**src/rtl/mips_muldiv_unit_if.sv**
```systemverilog
// Pipeline-side bundle for the MIPS multiply/divide unit: launch, MTHI/MTLO, HI/LO and status.
interface mips_muldiv_unit_if #(
  parameter int unsigned WIDTH = 32
);
  logic             start;
  logic [1:0]       op;
  logic [WIDTH-1:0] src_a;
  logic [WIDTH-1:0] src_b;
  logic             abort;
  logic             wr_hi;
  logic             wr_lo;
  logic [WIDTH-1:0] wdata;
  logic             rd_hilo;
  logic [WIDTH-1:0] hi;
  logic [WIDTH-1:0] lo;
  logic             busy;
  logic             done;
  logic             div_zero;
  logic             stall;

  modport master (
    output start, op, src_a, src_b, abort, wr_hi, wr_lo, wdata, rd_hilo,
    input  hi, lo, busy, done, div_zero, stall
  );

  modport slave (
    input  start, op, src_a, src_b, abort, wr_hi, wr_lo, wdata, rd_hilo,
    output hi, lo, busy, done, div_zero, stall
  );
endinterface

```
**src/rtl/mips_muldiv_unit.sv**
```systemverilog
// Iterative MULT/MULTU/DIV/DIVU unit with HI/LO registers and hazard stall request.
// Optional MULDIV_FAST_MUL_EN: single-cycle multiplier, divide timing unchanged.
module mips_muldiv_unit #(
  parameter int unsigned WIDTH = 32
) (
  input  logic                 clk,
  input  logic                 rst_n,
  mips_muldiv_unit_if.slave    bus
);
  localparam int unsigned CNT_W = (WIDTH > 1) ? $clog2(WIDTH) : 1;

  typedef enum logic [1:0] {IDLE, CALC, FIX, DONE} state_t;

  state_t           state;
  logic [CNT_W-1:0] cnt;
  logic             isDiv;
  logic             negRes;
  logic             negRem;
  logic             divZero;
  logic [WIDTH-1:0] opM;
  logic [WIDTH-1:0] accHi;
  logic [WIDTH-1:0] accLo;
  logic [WIDTH-1:0] hiReg;
  logic [WIDTH-1:0] loReg;
  logic             busyReg;
  logic             doneReg;
  logic             divZeroReg;

  logic               acceptStart;
  logic               startSigned;
  logic [WIDTH-1:0]   magA;
  logic [WIDTH-1:0]   magB;
  logic [WIDTH:0]     mulSum;
  logic [WIDTH+1:0]   divTrial;
  logic               divFits;
  logic [2*WIDTH-1:0] prodRaw;
  logic [2*WIDTH-1:0] prodRes;
  logic [WIDTH-1:0]   quotRes;
  logic [WIDTH-1:0]   remRes;

  // Operand conditioning, one datapath step, and sign fix-up of the final result
  always_comb begin
    acceptStart = bus.start & ((state == IDLE) | (state == DONE));
    startSigned = ~bus.op[0];
    magA        = (startSigned & bus.src_a[WIDTH-1]) ? -bus.src_a : bus.src_a;
    magB        = (startSigned & bus.src_b[WIDTH-1]) ? -bus.src_b : bus.src_b;
    mulSum      = {1'b0, accHi} + (accLo[0] ? {1'b0, opM} : {(WIDTH+1){1'b0}});
    divTrial    = {1'b0, accHi, accLo[WIDTH-1]} - {2'b00, opM};
    divFits     = (divTrial[WIDTH+1:WIDTH] == 2'b00);
    prodRaw     = {accHi, accLo};
    prodRes     = negRes ? -prodRaw : prodRaw;
    // A zero divisor yields an all-ones quotient regardless of operand signs
    quotRes     = (negRes & ~divZero) ? -accLo : accLo;
    remRes      = negRem ? -accHi : accHi;
  end

  always_ff @(posedge clk or negedge rst_n) begin
    if (!rst_n) begin
      state      <= IDLE;
      cnt        <= '0;
      isDiv      <= 1'b0;
      negRes     <= 1'b0;
      negRem     <= 1'b0;
      divZero    <= 1'b0;
      opM        <= '0;
      accHi      <= '0;
      accLo      <= '0;
      hiReg      <= '0;
      loReg      <= '0;
      busyReg    <= 1'b0;
      doneReg    <= 1'b0;
      divZeroReg <= 1'b0;
    end else begin
      doneReg    <= 1'b0;
      divZeroReg <= 1'b0;
      case (state)
        IDLE, DONE: begin
          state <= IDLE;
          if (acceptStart) begin
            state   <= CALC;
            busyReg <= 1'b1;
            isDiv   <= bus.op[1];
            negRes  <= startSigned & (bus.src_a[WIDTH-1] ^ bus.src_b[WIDTH-1]);
            negRem  <= startSigned & bus.src_a[WIDTH-1];
            divZero <= bus.op[1] & (bus.src_b == '0);
            accHi   <= '0;
            // Multiply: multiplier shifts out of accLo. Divide: dividend shifts out of accLo.
            opM     <= bus.op[1] ? magB : magA;
            accLo   <= bus.op[1] ? magA : magB;
`ifdef MULDIV_FAST_MUL_EN
            cnt     <= bus.op[1] ? CNT_W'(WIDTH - 1) : '0;
`else
            cnt     <= CNT_W'(WIDTH - 1);
`endif
          end else begin
            if (bus.wr_hi) hiReg <= bus.wdata;
            if (bus.wr_lo) loReg <= bus.wdata;
          end
        end
        CALC: begin
          if (bus.abort) begin
            state   <= IDLE;
            busyReg <= 1'b0;
          end else begin
            if (isDiv) begin
              if (divFits) begin
                accHi <= divTrial[WIDTH-1:0];
                accLo <= {accLo[WIDTH-2:0], 1'b1};
              end else begin
                accHi <= {accHi[WIDTH-2:0], accLo[WIDTH-1]};
                accLo <= {accLo[WIDTH-2:0], 1'b0};
              end
            end else begin
`ifdef MULDIV_FAST_MUL_EN
              {accHi, accLo} <= (2*WIDTH)'(opM) * (2*WIDTH)'(accLo);
`else
              {accHi, accLo} <= {mulSum, accLo[WIDTH-1:1]};
`endif
            end
            if (cnt == '0) state <= FIX;
            else           cnt   <= cnt - CNT_W'(1);
          end
        end
        FIX: begin
          state   <= bus.abort ? IDLE : DONE;
          busyReg <= 1'b0;
          if (!bus.abort) begin
            doneReg <= 1'b1;
            if (isDiv) begin
              hiReg      <= remRes;
              loReg      <= quotRes;
              divZeroReg <= divZero;
            end else begin
              {hiReg, loReg} <= prodRes;
            end
          end
        end
        default: state <= IDLE;
      endcase
    end
  end

  assign bus.hi       = hiReg;
  assign bus.lo       = loReg;
  assign bus.busy     = busyReg;
  assign bus.done     = doneReg;
  assign bus.div_zero = divZeroReg;
  assign bus.stall    = busyReg & (bus.start | bus.rd_hilo | bus.wr_hi | bus.wr_lo);
endmodule
```
**src/flat_wrapper.sv**
```systemverilog
// flat-port wrapper written by rule: the top's interface ports become plain ports
module mips_muldiv_unit_flat 
#(
  parameter int unsigned WIDTH = 32
)
  (clk, rst_n, bus_start, bus_op, bus_src_a, bus_src_b, bus_abort, bus_wr_hi, bus_wr_lo, bus_wdata, bus_rd_hilo, bus_hi, bus_lo, bus_busy, bus_done, bus_div_zero, bus_stall);
  mips_muldiv_unit_if #(.WIDTH(WIDTH)) bus_i ();
  input  logic clk;
  input  logic rst_n;
  input wire logic [$bits(bus_i.start)-1:0] bus_start;
  input wire logic [$bits(bus_i.op)-1:0] bus_op;
  input wire logic [$bits(bus_i.src_a)-1:0] bus_src_a;
  input wire logic [$bits(bus_i.src_b)-1:0] bus_src_b;
  input wire logic [$bits(bus_i.abort)-1:0] bus_abort;
  input wire logic [$bits(bus_i.wr_hi)-1:0] bus_wr_hi;
  input wire logic [$bits(bus_i.wr_lo)-1:0] bus_wr_lo;
  input wire logic [$bits(bus_i.wdata)-1:0] bus_wdata;
  input wire logic [$bits(bus_i.rd_hilo)-1:0] bus_rd_hilo;
  output wire logic [$bits(bus_i.hi)-1:0] bus_hi;
  output wire logic [$bits(bus_i.lo)-1:0] bus_lo;
  output wire logic [$bits(bus_i.busy)-1:0] bus_busy;
  output wire logic [$bits(bus_i.done)-1:0] bus_done;
  output wire logic [$bits(bus_i.div_zero)-1:0] bus_div_zero;
  output wire logic [$bits(bus_i.stall)-1:0] bus_stall;
  assign bus_i.start = bus_start;
  assign bus_i.op = bus_op;
  assign bus_i.src_a = bus_src_a;
  assign bus_i.src_b = bus_src_b;
  assign bus_i.abort = bus_abort;
  assign bus_i.wr_hi = bus_wr_hi;
  assign bus_i.wr_lo = bus_wr_lo;
  assign bus_i.wdata = bus_wdata;
  assign bus_i.rd_hilo = bus_rd_hilo;
  assign bus_hi = bus_i.hi;
  assign bus_lo = bus_i.lo;
  assign bus_busy = bus_i.busy;
  assign bus_done = bus_i.done;
  assign bus_div_zero = bus_i.div_zero;
  assign bus_stall = bus_i.stall;
  mips_muldiv_unit #(.WIDTH(WIDTH)) u_core (.clk(clk), .rst_n(rst_n), .bus(bus_i));
endmodule
```
**config.mk**
```make
export PLATFORM = sky130hd
export DESIGN_NAME = mips_muldiv_unit_flat
export DESIGN_NICKNAME = d
export VERILOG_FILES = /design/src/rtl/mips_muldiv_unit_if.sv /design/src/rtl/mips_muldiv_unit.sv /design/src/flat_wrapper.sv
export SDC_FILE = /design/constraint.sdc
export NUM_CORES = 1
export LEC_CHECK = 0
export CAP_MARGIN = 20
export CORE_MARGIN = 5
export CORE_UTILIZATION = 53
export DETAILED_ROUTE_END_ITERATION = 8
export GPL_TIMING_DRIVEN = 0
export PLACE_DENSITY = 0.77
export SETUP_SLACK_MARGIN = 0.15
export SKIP_LAST_GASP = 1
export SYNTH_ARGS = -nofsm -noshare
export SYNTH_HDL_FRONTEND = slang
export SYNTH_SLANG_ARGS = --single-unit
```
**constraint.sdc**
```tcl
create_clock -name clk -period 3.2 [get_ports clk]
set_input_delay 0.32 -clock clk [delete_from_list [all_inputs] [get_ports clk]]
set_output_delay 0.32 -clock clk [all_outputs]
set_load 0.02 [all_outputs]
```
== After elaboration in Yosys (flattened, before gate mapping) ==
Index checks and enable logic that the tools add are counted.
Word-level totals
  logic and storage cells: 106
  bits of input ports: 105
  output and inout port bits: 68
  bits in registers: 174
Cells by class
  mux-type cells: 45
  reduce and logical (&&, ||, !) cells: 13
  add/sub/neg operators: 8
  bitwise gates (word level): 14
  equal/unequal tests: 12
Operators with widths (count)
  32-bit two-way mux: 22
  32-bit case mux with 2 select lines: 4
  32-bit negation: 4
  64-bit two-way mux: 1
  64-bit negation: 1
  33-bit by 32-bit subtractor with 34-bit output: 1
  32-bit by 33-bit adder with 33-bit output: 1
  32-bit logical NOT: 1
  5-bit two-way mux: 3
  2-bit != test, second input constant: 7
  4-bit AND reduction: 3
  5-bit case mux with 2 select lines: 1
  1-bit two-way mux: 9
  1-bit bitwise AND: 7
  2-bit two-way mux: 3
  2-bit case mux with 3 select lines: 1
  5-bit logical NOT: 1
  5-bit by 1-bit subtractor with 5-bit output, second input constant: 1
  2-bit equality test, second input constant: 2
  2-bit logical NOT: 2
  1-bit OR: 4
  2-bit AND reduction: 2
  2-bit nonzero test: 2
  3-bit by 2-bit != test with 1-bit output, second input constant: 1
  7 further kinds: 8

== Depth between registers and ports, before layout ==
Gate-level depths: netlist (run 1).
  depth in word-level cells: 6
  mapped depth: 15
  mapped depth without buffers: 14

== Worst setup path before layout (run 1) ==
No wires, ideal clock.
  kind: register to register
  start point: register u_core.accLo[0]
  end point: register u_core.accHi[30]
  clock period less this slack: 3.272 ns
  slack: -0.072 ns
  required time: 3.069 ns
  stages on the path, launching flop included: 14
  path buffers: 1
  arrival time: 3.140 ns
  library setup time: 0.131 ns
  cell sequence: dfrtp_1 inv_1 clkbuf_1 nor2_1 ha_1 a21o_1 a211oi_1 o21ai_0 a41oi_1 o21bai_1 a31o_2 a41oi_1 mux2i_1 or3_1
Between the ends
  longest elaborated chain between the ends: 5
RTL lines
  start: declaration: line mips_muldiv_unit.sv:22  | logic [WIDTH-1:0] accLo;
  start signal: assignment: line mips_muldiv_unit.sv:89  | accLo <= bus.op[1] ? magA : magB;
  start signal: assignment: line mips_muldiv_unit.sv:108  | accLo <= {accLo[WIDTH-2:0], 1'b1};
  start signal: assignment: line mips_muldiv_unit.sv:111  | accLo <= {accLo[WIDTH-2:0], 1'b0};
  32-bit two-way mux: line mips_muldiv_unit.sv:47  | mulSum = {1'b0, accHi} + (accLo[0] ? {1'b0, opM} : {(WIDTH+1){1'b0}});
  32-bit by 33-bit adder with 33-bit output: line mips_muldiv_unit.sv:47
  32-bit two-way mux: line mips_muldiv_unit.sv:105  | if (isDiv) begin
  32-bit two-way mux: line mips_muldiv_unit.sv:101  | if (bus.abort) begin
  32-bit case mux with 2 select lines: line mips_muldiv_unit.sv:76  | case (state)
  end signal: assignment: line mips_muldiv_unit.sv:107  | accHi <= divTrial[WIDTH-1:0];
  end signal: assignment: line mips_muldiv_unit.sv:110  | accHi <= {accHi[WIDTH-2:0], accLo[WIDTH-1]};
  end signal: assignment: line mips_muldiv_unit.sv:117  | {accHi, accLo} <= {mulSum, accLo[WIDTH-1:1]};
  end: declaration: line mips_muldiv_unit.sv:21  | logic [WIDTH-1:0] accHi;
Every way passes these cells. The select of a mux whose other input is x is not followed.
A chain may end at the register's enable or synchronous reset.

== Final worst setup path (run 1) ==
  start point: register u_core.opM[4]
  end point: register u_core.accHi[31]
Between the ends
  longest elaborated chain between the ends: 6
  elaborated cells between the ends (all ways): 8
  those cells by class: add/sub: 2; mux: 5; reduce/logical: 1
RTL lines
  start: declaration: line mips_muldiv_unit.sv:20  | logic [WIDTH-1:0] opM;
  start signal: assignment: line mips_muldiv_unit.sv:88  | opM <= bus.op[1] ? magB : magA;
  33-bit by 32-bit subtractor with 34-bit output: line mips_muldiv_unit.sv:48  | divTrial = {1'b0, accHi, accLo[WIDTH-1]} - {2'b00, opM};
  2-bit logical NOT: line mips_muldiv_unit.sv:49  | divFits = (divTrial[WIDTH+1:WIDTH] == 2'b00);
  32-bit two-way mux: line mips_muldiv_unit.sv:106  | if (divFits) begin
  32-bit two-way mux (*): line mips_muldiv_unit.sv:105
  32-bit two-way mux (*): line mips_muldiv_unit.sv:101
  32-bit case mux with 2 select lines (*): line mips_muldiv_unit.sv:76
Mark *: on every way between the ends. The rest lies on a longest branch, timed or not. The select of a mux whose other input is x is not followed.

==> out/metrics.cfg, run 1 <==
[routing]
highest_layer = met4
drtPass1Iterations = 6
route.detailed.drc = 0
num_vias = 16286
wl_per_cell_um = 22.7
dr_wl_met2_mm = 26.7
met1_length_mm = 23.5
wirelength_mm = 58.1
first_iter_violations = 1942
ant_nets = 0
viasPerCell = 6.35
wl_met3_mm = 5.23

[floorplan]
dieArea_mm2 = 0.0319
io_pins = 173
die_h_um = 179
rows = 61
core_mm2 = 0.0279
initial_utilization_pct = 53.9
die_w_um = 179

[layout]
layout-drive-gt1-share_pct = 12.0
final_cell_mix = nand2_1, o21ai_0, a21oi_1
nNetsFinal = 2349
fill_cells = 2322
final_common_cell = nand2_1
syn_to_final_growth_pct = 27.0

[worst_setup_path]
cp.required_ps = 3520
r2r_slack_ps = -130
ff2ff_path_depth = 12
slowest_stage = o21ai_0
r2r_end = u_core.accHi[31]
critical_path_class = register to register
crit_top_cell = a21oi_1
rr_startpoint = u_core.opM[4]
cp_slowest_stage_delay_ps = 550
end_kind = register
cp_max_fo = 4
startpoint_type = register
cp_data_arrival_time_ps = 3660
cp_cell_sequence = inv_1 -> ha_1 -> a21oi_1 -> nand2_1 -> o21ai_0 -> a211oi_2 -> nor3_2 -> o31ai_1 -> xor2_1 -> mux2i_1 -> a21oi_1 -> a22o_1

[placed_design]
io_buffers = 171
gp_congestion = 0.995
place_hpwl_mm = 45.2
place_ws_ps = -792

[timing]
final-hold-violation-count = 0
slew_violations = 0
slew_headroom_pct = 28.2
tightest_slew_ps = 1070
rsz0062_at_grt = yes
fin_crit_sh_pct = 104
layout_setup_ws_ps = -132
min_period_ps = 3330
hold_slack_ps = 390
max_clock_freq_ghz = 0.300
finClkSkew_ps = 15.4
setup_viol_count_final = 32

[synth]
synth.avg_cell_area_um2 = 7.83
syn-num-nets = 2101
syn-cell-area_mm2 = 0.0151
ys.flop_type = dfrtp_1
syn_inst = 1922
async_reset_ff_share_pct = 100
synth-seq-area-share_pct = 28.9
ys_ff_latch = 174
synth.distinct_cells = 82
yosys_warnings = 0
synth-edff-count = 0

[global_routing]
grt_max_degree = 123
gr-total-overflow = 0
antenna_found_initial = 2
grt_first_pass_wirelength_mm = 87.6
grt_pass1_vias = 15497
grtUsageTotal_pct = 35.5

[clock_tree]
cts_buffer_depth = 2
clk_latency_ps = 440
cts_sinks = 174
clkTransAtPathRegs_ps = 70
cts_tree = yes
cts_max_level = 4
numCtsBuffers = 17
clockRootBuffer = clkbuf_16

[job]
max_cap_violations = 0

[pwr]
leakage_nw = 8.08
ir_drop_uv = 672
p_per_area_mw_per_mm2 = 956

[outcome]
violations = negative setup slack
status = finished, violations left

[worst_hold_path]
hold_path.class = input pin to asynchronous set/reset pin

-- layout make-up --
class / count / area [µm²] / share of cell area, %
tap: 378 / 473 / 2.47
antenna: 2 / 5.00 / 0.0262
buffer: 112 / 523 / 2.73
timing repair buffer: 228 / 2270 / 11.9
multi-input combinational: 1562 / 10600 / 55.3
clock buffer: 20 / 457 / 2.39
clock inverter: 12 / 158 / 0.824
sequential: 174 / 4380 / 22.9
inverter: 75 / 287 / 1.50
-- per-stage QoR --
step | TNS, ps | total power, mW | std cells | instance area (µm²) | utilization, %
3_3_place_gp | -975320 | 14.2 | 2471 | 17300 | 61.9
5_1_grt | -7250 | 19.3 | 2561 | 19100 | 68.4
6_report | -1990 | 18.3 | 2563 | 19100 | 68.5
3_5_place_dp | -32300 | 14.4 | 2472 | 17300 | 62.0
2_1_floorplan | 0 | 10.9 | 1922 | 15100 | -
4_1_cts | -243 | 17.5 | 2543 | 18700 | 66.8
-- how the worst max path moves through the flow --
stage	from	end	slack, ps	cells past startpoint
after floorplan	u_core.accLo[0]	u_core.accHi[30]	130	14
after global placement	rst_n	u_core.opM[12]	-5460	1
after detailed placement	u_core.accLo[0]	u_core.accHi[27]	-790	15
after CTS	u_core.accLo[31]	u_core.accHi[30]	-50	15
after global routing	u_core.accLo[31]	u_core.accHi[18]	-300	16
final	u_core.opM[4]	u_core.accHi[31]	-130	12
-- synthesized netlist by cell type, types with 4 or more instances --
cell / n / area (µm²)
a211oi_1: 27 / 203
a21o_1: 47 / 353
a21oi_1: 186 / 931
a221oi_1: 6 / 52.6
a22oi_1: 22 / 165
a31oi_1: 9 / 56.3
a41oi_1: 6 / 52.6
and3_1: 6 / 37.5
buf_1: 9 / 33.8
buf_2: 6 / 30.0
buf_4: 4 / 30.0
clkbuf_1: 92 / 345
dfrtp_1: 174 / 4350
ha_1: 72 / 901
inv_1: 75 / 282
mux2_2: 5 / 56.3
mux2i_1: 60 / 601
nand2_1: 220 / 826
nand2b_1: 22 / 138
nand3_1: 15 / 75.1
nand3b_1: 5 / 37.5
nand4_1: 10 / 62.6
nor2_1: 179 / 672
nor2b_1: 26 / 163
nor3_1: 36 / 180
nor3b_1: 4 / 30.0
nor4_1: 5 / 31.3
o211ai_1: 7 / 52.6
o21a_1: 15 / 113
o21ai_0: 202 / 1010
o21ai_1: 18 / 90.1
o21bai_1: 13 / 97.6
o221ai_1: 33 / 289
o22ai_1: 5 / 31.3
o31ai_1: 21 / 158
o41ai_1: 7 / 61.3
or2_2: 5 / 31.3
or3_1: 16 / 100
or4_1: 12 / 90.1
or4_4: 5 / 56.3
xnor2_1: 100 / 876
xor2_1: 76 / 666
-- registers in the layout, indices dropped and copies added (netlist names) --
register             flops
u_core.bus.div_zero      1
u_core.accHi            32
u_core.state             2
u_core.bus.lo           32
u_core.bus.hi           32
u_core.bus.done          1
u_core.cnt               5
u_core.isDiv             1
u_core.negRem            1
u_core.divZero           1
u_core.bus.busy          1
u_core.opM              32
u_core.accLo            32
u_core.negRes            1
-- timing repair --
item                                   in CTS  in global routing
hold buffers                                1                  0
resized for setup                         117                 79
cloned                                      4                  0
pin swaps                                  27                 41
setup endpoints to repair                  77                 81
endpoints found under the hold margin      52                  0
buffers inserted                           34                 18
-- cell families after synthesis --
| logic type | share of synthesized area, % |
|---|---|
| AO/OA/AOI/OAI | 26.9 |
| AND/OR/NAND/NOR | 18.5 |
| buffers and inverters | 4.84 |
| XOR/XNOR | 10.2 |
| flip-flops | 28.9 |
| adder cells (fa/ha/maj) | 6.25 |
| multiplexers | 4.36 |
-- layer usage --
layer	vias to the layer above	track usage, %
li1	7370	-
met4	0	13.7
met2	894	57.0
met5	-	0
met3	158	7.08
met1	7864	47.2
-- report_power, final --
| group | leakage [nW] | internal, mW | switching (mW) |
|---|---|---|---|
| Sequential | 2.15 | 3.09 | 1.05 |
| Clock | 0.299 | 1.28 | 0.957 |
| Combinational | 5.63 | 4.95 | 6.96 |
-- critical path: cells and delay by family (launching register included) --
kind	cells	cell delay [ps]
AO/OA/AOI/OAI	6	1510
XOR/XNOR	1	190
adder cells (fa/ha/maj)	1	320
buffers and inverters	1	180
flip-flops	1	380
multiplexers	1	150
AND/OR/NAND/NOR	2	470
Note: power is estimated with default switching activity, not from simulation.
==> run 2: changes to the inputs <==
--- a/config.mk
+++ b/config.mk
@@ -8,6 +8,7 @@
 export CAP_MARGIN = 20
 export CORE_MARGIN = 5
 export CORE_UTILIZATION = 53
+export CTS_CLUSTER_SIZE = 40
 export DETAILED_ROUTE_END_ITERATION = 8
 export GPL_TIMING_DRIVEN = 0
 export PLACE_DENSITY = 0.77
==> results of run 2 <==
Same layout as run 1: the final DEF is identical, and so are final timing and power.
